**src/rtl/moo_mac_tag_if.sv**
```systemverilog
// moo_mac_tag op request channel.
// Carries context/op select with a valid/ready handshake.
interface moo_mac_tag_if #(
  parameter int CTX_W = 1
);
  logic [CTX_W-1:0] mac_ctx;
  logic [2:0]       mac_op;
  logic             mac_valid;
  logic             mac_ready;

  modport master (
    output mac_ctx, mac_op, mac_valid,
    input  mac_ready
  );

  modport slave (
    input  mac_ctx, mac_op, mac_valid,
    output mac_ready
  );
endinterface

```
**src/rtl/moo_mac_tag.sv**
```systemverilog
// Multi-context MAC accumulator, CMAC subkeys and tag unit.
// Define MOO_MAC_TAG_CMP_EN to build the reference tag comparator.
module moo_mac_tag #(
  parameter int          NUM_CTX  = 2,
  parameter int          CTX_W    = 1,
  parameter logic [7:0]  RB_CONST = 8'h87
) (
  input  logic                clk,
  input  logic                rst_n,
  input  logic                clr_core,
  moo_mac_tag_if.slave        bus,
  input  logic [127:0]        ecb_do,
  input  logic [127:0]        ghash,
  input  logic [3:0]          size_msg,
  input  logic [4:0]          tag_len,
  input  logic [127:0]        tag_ref,
  output logic [127:0]        mac_do,
  output logic [127:0]        tag_out,
  output logic                tag_valid,
  output logic                tag_match
);

  typedef enum logic [1:0] {
    IDLE = 2'd0,
    SK2  = 2'd1,
    CMP  = 2'd2
  } state_t;

  localparam logic [CTX_W:0] NCTX = (CTX_W+1)'(NUM_CTX);

  function automatic logic [127:0] dbl(input logic [127:0] x);
    return {x[126:0], 1'b0} ^
           (x[127] ? {120'd0, RB_CONST} : 128'd0);
  endfunction

  function automatic logic [127:0] tmask(input logic [4:0] n);
    logic [4:0] b;
    b = (n == 5'd0 || n > 5'd16) ? 5'd16 : n;
    return ~({128{1'b1}} >> {b, 3'b000});
  endfunction

  state_t              state, state_nx;
  logic [127:0]        acc [NUM_CTX];
  logic [127:0]        k1  [NUM_CTX];
  logic [127:0]        k2  [NUM_CTX];
  logic [CTX_W-1:0]    ctx_q;
  logic [NUM_CTX-1:0]  hit;
  logic [127:0]        k1_sel, k2_sel;
  logic [127:0]        acc_nx;
  logic                acc_we, k1_we, fin;
  logic                ctx_ok, accept;
  logic                sk_go, fin_go;

  assign ctx_ok        = {1'b0, bus.mac_ctx} < NCTX;
  assign bus.mac_ready = (state == IDLE);
  assign accept        = bus.mac_valid & bus.mac_ready & ctx_ok;
  assign sk_go         = accept & k1_we;
  assign fin_go        = accept & fin;

  always_comb begin
    mac_do = '0;
    k1_sel = '0;
    k2_sel = '0;
    hit    = '0;
    for (int i = 0; i < NUM_CTX; i++) begin
      if (CTX_W'(i) == bus.mac_ctx) begin
        hit[i] = 1'b1;
        mac_do = acc[i];
        k1_sel = k1[i];
        k2_sel = k2[i];
      end
    end
  end

  always_comb begin
    acc_we = 1'b0;
    acc_nx = mac_do;
    k1_we  = 1'b0;
    fin    = 1'b0;
    unique case (1'b1)
      bus.mac_op == 3'b000: begin
        acc_we = 1'b1;
        acc_nx = ecb_do;
      end
      bus.mac_op == 3'b001: k1_we = 1'b1;
      bus.mac_op == 3'b010: begin
        acc_we = 1'b1;
        acc_nx = (size_msg == 4'd0) ? k1_sel : k2_sel;
      end
      bus.mac_op == 3'b011: begin
        acc_we = 1'b1;
        acc_nx = mac_do ^ ecb_do;
      end
      bus.mac_op == 3'b100: begin
        acc_we = 1'b1;
        acc_nx = mac_do ^ ghash;
      end
      bus.mac_op == 3'b101: begin
        acc_we = 1'b1;
        acc_nx = '0;
      end
      bus.mac_op == 3'b110: fin = 1'b1;
      default: ;
    endcase
  end

  always_comb begin
    state_nx = state;
    case (state)
      IDLE: begin
        if (sk_go)       state_nx = SK2;
        else if (fin_go) state_nx = CMP;
      end
      SK2:     state_nx = IDLE;
      CMP:     state_nx = IDLE;
      default: state_nx = IDLE;
    endcase
  end

  always_ff @(posedge clk or negedge rst_n) begin
    if (!rst_n) begin
      state <= IDLE;
      ctx_q <= '0;
    end else if (clr_core) begin
      state <= IDLE;
      ctx_q <= '0;
    end else begin
      state <= state_nx;
      if (sk_go) ctx_q <= bus.mac_ctx;
    end
  end

  always_ff @(posedge clk or negedge rst_n) begin
    if (!rst_n) begin
      for (int i = 0; i < NUM_CTX; i++) begin
        acc[i] <= '0;
        k1[i]  <= '0;
        k2[i]  <= '0;
      end
    end else if (clr_core) begin
      for (int i = 0; i < NUM_CTX; i++) begin
        acc[i] <= '0;
        k1[i]  <= '0;
        k2[i]  <= '0;
      end
    end else begin
      for (int i = 0; i < NUM_CTX; i++) begin
        if (accept && hit[i] && acc_we) acc[i] <= acc_nx;
        if (sk_go && hit[i]) k1[i] <= dbl(ecb_do);
        // second doubling runs from the k1 written last cycle
        if (state == SK2 && ctx_q == CTX_W'(i))
          k2[i] <= dbl(k1[i]);
      end
    end
  end

  always_ff @(posedge clk or negedge rst_n) begin
    if (!rst_n) begin
      tag_out   <= '0;
      tag_valid <= 1'b0;
    end else if (clr_core) begin
      tag_out   <= '0;
      tag_valid <= 1'b0;
    end else begin
      tag_valid <= (state == CMP);
      if (fin_go) tag_out <= mac_do & tmask(tag_len);
    end
  end

`ifdef MOO_MAC_TAG_CMP_EN
  logic [127:0] ref_q;
  logic         match_q;

  always_ff @(posedge clk or negedge rst_n) begin
    if (!rst_n) begin
      ref_q   <= '0;
      match_q <= 1'b0;
    end else if (clr_core) begin
      ref_q   <= '0;
      match_q <= 1'b0;
    end else begin
      if (fin_go) ref_q <= tag_ref & tmask(tag_len);
      if (state == CMP) match_q <= (tag_out == ref_q);
    end
  end

  assign tag_match = match_q;
`else
  logic unused_tag_ref;

  assign unused_tag_ref = ^tag_ref;
  assign tag_match      = 1'b0;
`endif

endmodule

```
**src/flat_wrapper.sv**
```systemverilog
// flat-port wrapper written by rule: the top's interface ports become plain ports
module moo_mac_tag_flat 
#(
  parameter int          NUM_CTX  = 2,
  parameter int          CTX_W    = 1,
  parameter logic [7:0]  RB_CONST = 8'h87
)
  (clk, rst_n, clr_core, ecb_do, ghash, size_msg, tag_len, tag_ref, mac_do, tag_out, tag_valid, tag_match, bus_mac_ctx, bus_mac_op, bus_mac_valid, bus_mac_ready);
  moo_mac_tag_if #(.CTX_W(CTX_W)) bus_i ();
  input  logic clk;
  input  logic rst_n;
  input  logic clr_core;
  input  logic [127:0] ecb_do;
  input  logic [127:0] ghash;
  input  logic [3:0] size_msg;
  input  logic [4:0] tag_len;
  input  logic [127:0] tag_ref;
  output logic [127:0] mac_do;
  output logic [127:0] tag_out;
  output logic tag_valid;
  output logic tag_match;
  input wire logic [$bits(bus_i.mac_ctx)-1:0] bus_mac_ctx;
  input wire logic [$bits(bus_i.mac_op)-1:0] bus_mac_op;
  input wire logic [$bits(bus_i.mac_valid)-1:0] bus_mac_valid;
  output wire logic [$bits(bus_i.mac_ready)-1:0] bus_mac_ready;
  assign bus_i.mac_ctx = bus_mac_ctx;
  assign bus_i.mac_op = bus_mac_op;
  assign bus_i.mac_valid = bus_mac_valid;
  assign bus_mac_ready = bus_i.mac_ready;
  moo_mac_tag #(.NUM_CTX(NUM_CTX), .CTX_W(CTX_W), .RB_CONST(RB_CONST)) u_core (.clk(clk), .rst_n(rst_n), .clr_core(clr_core), .bus(bus_i), .ecb_do(ecb_do), .ghash(ghash), .size_msg(size_msg), .tag_len(tag_len), .tag_ref(tag_ref), .mac_do(mac_do), .tag_out(tag_out), .tag_valid(tag_valid), .tag_match(tag_match));
endmodule
```
**config.mk**
```make
export PLATFORM = sky130hd
export DESIGN_NAME = moo_mac_tag_flat
export DESIGN_NICKNAME = d
export VERILOG_FILES = /design/src/rtl/moo_mac_tag_if.sv /design/src/rtl/moo_mac_tag.sv /design/src/flat_wrapper.sv
export SDC_FILE = /design/constraint.sdc
export NUM_CORES = 2
export LEC_CHECK = 0
export ABC_AREA = 0
export CORE_ASPECT_RATIO = 0.7
export CORE_UTILIZATION = 35
export DETAILED_ROUTE_END_ITERATION = 7
export PLACE_DENSITY_LB_ADDON = 0.3
export SLEW_MARGIN = 20
export SYNTH_ARGS = -nofsm -noshare
export SYNTH_HDL_FRONTEND = slang
export SYNTH_SLANG_ARGS = --single-unit
```
**constraint.sdc**
```tcl
create_clock -name clk -period 1.6 [get_ports clk]
set_input_delay 0.4 -clock clk [delete_from_list [all_inputs] [get_ports clk]]
set_output_delay 0.4 -clock clk [all_outputs]
set_load 0.03 [all_outputs]
```
# Yosys cells after proc, flatten, opt, wreduce, memory -nomap -nowiden
# Cells that the tools add are included.
# op_classes
n_lt_le_gt_ge,1
eq_ne,9
n_shift,1
n_mux,32
bitwise_logic,11
reduce_logical,22
# ops
op,n
$mux 128,12
$mux 256,3
$pmux 128 s5,1
$xor 128x128->128,5
$and 128x128->128,1
$not 128->128,1
$shr 128x8->128 const A,1
$mux 8,3
$reduce_bool 2->1,8
$eq 3x3->1 const B,3
$logic_and 1x1->1,8
$mux 1,8
$mux 2,4
$eq 3x2->1 const B,2
$gt 5x5->1 const B,1
$logic_not 5->1,1
$mux 5,1
$reduce_or 5->1,1
$logic_not 4->1,1
$ne 4x4->1 const B,1
$and 1x1->1,3
$eq 3x1->1 const B,1
$logic_not 3->1,1
$eq 2x1->1 const B,1
4 further kinds,4
# word_totals
ff_bits,900
output_inout_bits,259

# Longest topological paths before layout
# logic_depth
depth_word,8
depth_mapped,9
mapped_depth_nobuf,8

# Worst setup path after synthesis
# No wires, ideal clock.
# synth_timing
kind,input -> register
start,input bus_mac_op[0]
end,register u_core.acc[185] in the netlist's numbering
setup_time_ns,0.121
t_arrival_ns,1.907
required_time_ns,1.479
setup_slack_ns,-0.428
path_stages,8
path_buffers,3
path_cell_list,buf_4 -> nor3b_4 -> buf_12 -> buf_12 -> mux2i_1 -> xor2_1 -> o2111ai_2 -> a22o_1
# synth_via
elab_chain_len,5
word_cells_on_any_way,12
# synth_lines
item,line_no,rtl
from (decl),flat_wrapper.sv:23,input wire logic [$bits(bus_i.mac_op)-1:0] bus_mac_op;
$eq 3x3->1 (tied with other cells),moo_mac_tag.sv:98,bus.mac_op == 3'b101: begin
$reduce_or 5->1 (no line),n/a,
$mux 1,moo_mac_tag.sv:80,unique case (1'b1)
$logic_and 1x1->1,moo_mac_tag.sv:148,if (accept && hit[i] && acc_we) acc[i] <= acc_nx;
$reduce_bool 2->1 (no line),n/a,
"to (signal, indexed assignment)",moo_mac_tag.sv:148,
to (decl),moo_mac_tag.sv:43,logic [127:0] acc [NUM_CTX];
# Parallel ways exist; a longest one is shown, timed or not. The select of a mux whose other input is x is not followed.
# A chain may end at the register's enable or synchronous reset.

# Worst setup path after layout
# layout_timing
start,register u_core.state[1]
end,register u_core.acc[173] in the netlist's numbering
# layout_via
elab_chain_len,5
# layout_lines
item,line_no,rtl
from (decl),moo_mac_tag.sv:42,"state_t state, state_nx;"
from (signal assigned),moo_mac_tag.sv:128,state <= state_nx;
$logic_not 2->1,moo_mac_tag.sv:55,assign bus.mac_ready = (state == IDLE);
$and 1x1->1,moo_mac_tag.sv:56,assign accept = bus.mac_valid & bus.mac_ready & ctx_ok;
$logic_and 1x1->1 (2 in series),moo_mac_tag.sv:148,
$reduce_bool 2->1 (no line),n/a,
# No other way between the ends.

==> flow_summary.ini <==
[layout]
drive_above_1_share = 0.396
layout_common_cells = dfrtp_1 (900), nand2_1 (809), buf_4 (673)
area.growth.synth_to_final_pct = 55.6
design_area_um2 = 67800
fin_cells = 7044
mostFrequentLayoutCell = dfrtp_1
fin_nets = 5742
final_util = 0.554

[power_and_ir_drop]
powerDensity_nw_per_um2 = 821
ir_worst_vdd_uv = 734
p_leak_nw = 30.4
power.total_mw = 55.7

[floorplanning]
rows = 107
dieArea_um2 = 126000
io_pins = 660
dieWidth_um = 424
die_h_um = 297
core_um2 = 122000
initial_core_util = 0.356

[route]
antenna_left = 0
drt-vias-per-instance = 5.70
wirelength_mm = 190
wl_per_cell_um = 27.0
drc = 20
dr.pass1.iters = 7
first_iter_violations = 4187
vias = 40100

[worst_hold_path]
min_delay_path_depth = 3
hold_class = input pin to register
min_delay_worst_endpoint = u_core.state[0]
min_from = clr_core

[timing]
max_freq_mhz = 479
hold_viol = 0
slew_headroom = 0.586
finClkSkew_ps = 32.8
tightest_slew_ps = 620
rsz0062_at_grt = true
min_period_ps = 2090
drv_slew = 0
fin_tns_setup_ps = -334680
finalSetupViolCount = 1146
setup_ws_ps = -486
hold_ws_ps = 119
fin_crit_sh = 1.30

[clock_tree]
cts.path.max_buffers = 3
clkTransAtPathRegs_ps = 70
tritoncts = done
worstSkewPairLatency_ps = 690
cts_root_buf = clkbuf_16
cts_made_buffers = 94
cts.htree.levels = 3
cts.sinks = 900

[setup_path]
crit_path_start_kind = register
rrSetupSlack_ps = -490
r2r_cells = 9
r2r_end = u_core.acc[173]
endpoint_kind = register
cp-startpoint = u_core.state[1]
crit_slowest_cell = dfrtp_1
crit_required_ps = 2210
worstSetupPathType = register to register
cp.arrival_ps = 2690
worstPathMaxFanout = 27
r2r_start = u_core.state[1]
max_stage_delay_ps = 440
cp_cell_sequence = nor3b_4 > buf_4 > nand3_4 > buf_6 > nor3_4 > buf_4 > buf_12 > buf_12 > a22o_1

[synth]
synth_edf_count = 0
syn_area_um2 = 43600
ys.flop_type = dfrtp_1
synth_cells = 4045
synth_cell_types = 47
syn-num-nets = 4447
seq_area_frac_synth = 0.517
yosysWarnings = 0
syn_area_per_cell_um2 = 10.8
synth-seq-cells = 900
async_flop_share = 1.00

[global_route]
grt_pass1_vias = 39300
gr-total-overflow = 0
grt_usage = 0.273
grt_max_degree = 102
grt_pass1_wl_mm = 262
antenna_found_initial = 5

[flow_run]
cap_viol_max_count = 0

[place]
port_buffers = 530
place_area_um2 = 56900
place_inst = 6479
gp_congestion = 0.833
dp_slack_ps = -1220
dpl.hpwl_mm = 113

[outcome]
violations = design-rule violations, negative setup slack
status = finished with violations
state kept, by name, summed over array words and instances (netlist names):
register	count
u_core.acc	256
u_core.state	2
u_core.tag_valid	1
u_core.k1	256
u_core.ctx_q	1
u_core.k2	256
u_core.tag_out	128
worst max-delay path by stage:
stage | end | slack, ps | depth (start not counted)
6_report | u_core.acc[173] | -490 | 9
3_5_place_dp | u_core.acc[207] | -1220 | 8
3_3_place_gp | u_core.acc[206] | -1250 | 8
2_1_floorplan | u_core.acc[160] | -380 | 7
4_1_cts | mac_do[96] | -470 | 4
5_1_grt | u_core.acc[168] | -570 | 9
kinds of logic (layout without fill, tap and decap cells):
group	Yosys count	count (layout)	share of synthesized area
AND/OR/NAND/NOR	1016	1016	0.0897
buffers and inverters	435	1798	0.0476
adder cells (fa/ha/maj)	1	1	0.000287
multiplexers	384	384	0.127
XOR/XNOR	137	137	0.0275
flip-flops	900	900	0.517
other	1	2	0.0000861
AO/OA/AOI/OAI	1171	1171	0.191
metal layers:
| metal | GRT usage | wire length [um] |
|---|---|---|
| met5 | 0 | 21 |
| met4 | 0.0749 | 5340 |
| met3 | 0.0589 | 16000 |
| met2 | 0.418 | 86100 |
| met1 | 0.390 | 82500 |
cells in the mapped netlist (all sizes together) (9+ instances only):
library cell    n  area (um^2)
o21ai         206         1030
buf           169         1070
dfrtp         900        22500
a21oi         382         1910
mux4          128         2880
mux2i         200         2000
a22o          440         3850
nor2           23         88.8
xor2           59          517
mux2           56          631
a211oi          9         67.6
inv            76          285
clkbuf        190          714
xnor2          78          683
nand2         966         3630
o2111ai       128         1430
worst max-delay path: cells and delay by family, from the launching register on:
| family | cells | cell delay [ps] |
|---|---|---|
| AOI/OAI and AO/OA | 1 | 180 |
| buffers and inverters | 5 | 820 |
| DFF | 1 | 440 |
| and+or+nand+nor | 3 | 540 |
where the power goes:
| group | switching (mW) | internal, mW | total (mW) |
|---|---|---|---|
| Clock | 9.83 | 12.6 | 22.4 |
| Combinational | 5.10 | 4.64 | 9.75 |
| Sequential | 0.357 | 23.2 | 23.5 |
timing repair:
item                       4_1_cts  5_1_grt
setup endpoints to repair     1027     1148
hold endpoints to repair       121        0
buffers inserted               250       66
gates resized for setup       1455      534
hold buffers                     1        0
pin swaps                       71      287
gates cloned                    33       65
final cells by class:
class | instances | area [um^2]
Fill cell | 10100 | 54700
Sequential cell | 900 | 22500
Multi-Input combinational cell | 2710 | 21800
Timing Repair Buffer | 1557 | 18000
Clock buffer | 126 | 2650
Tap cell | 1635 | 2050
Clock inverter | 38 | 409
Inverter | 76 | 315
Timing Repair inverter | 1 | 11.3
Antenna cell | 1 | 2.50
Note: power is estimated with default switching activity, not from simulation.
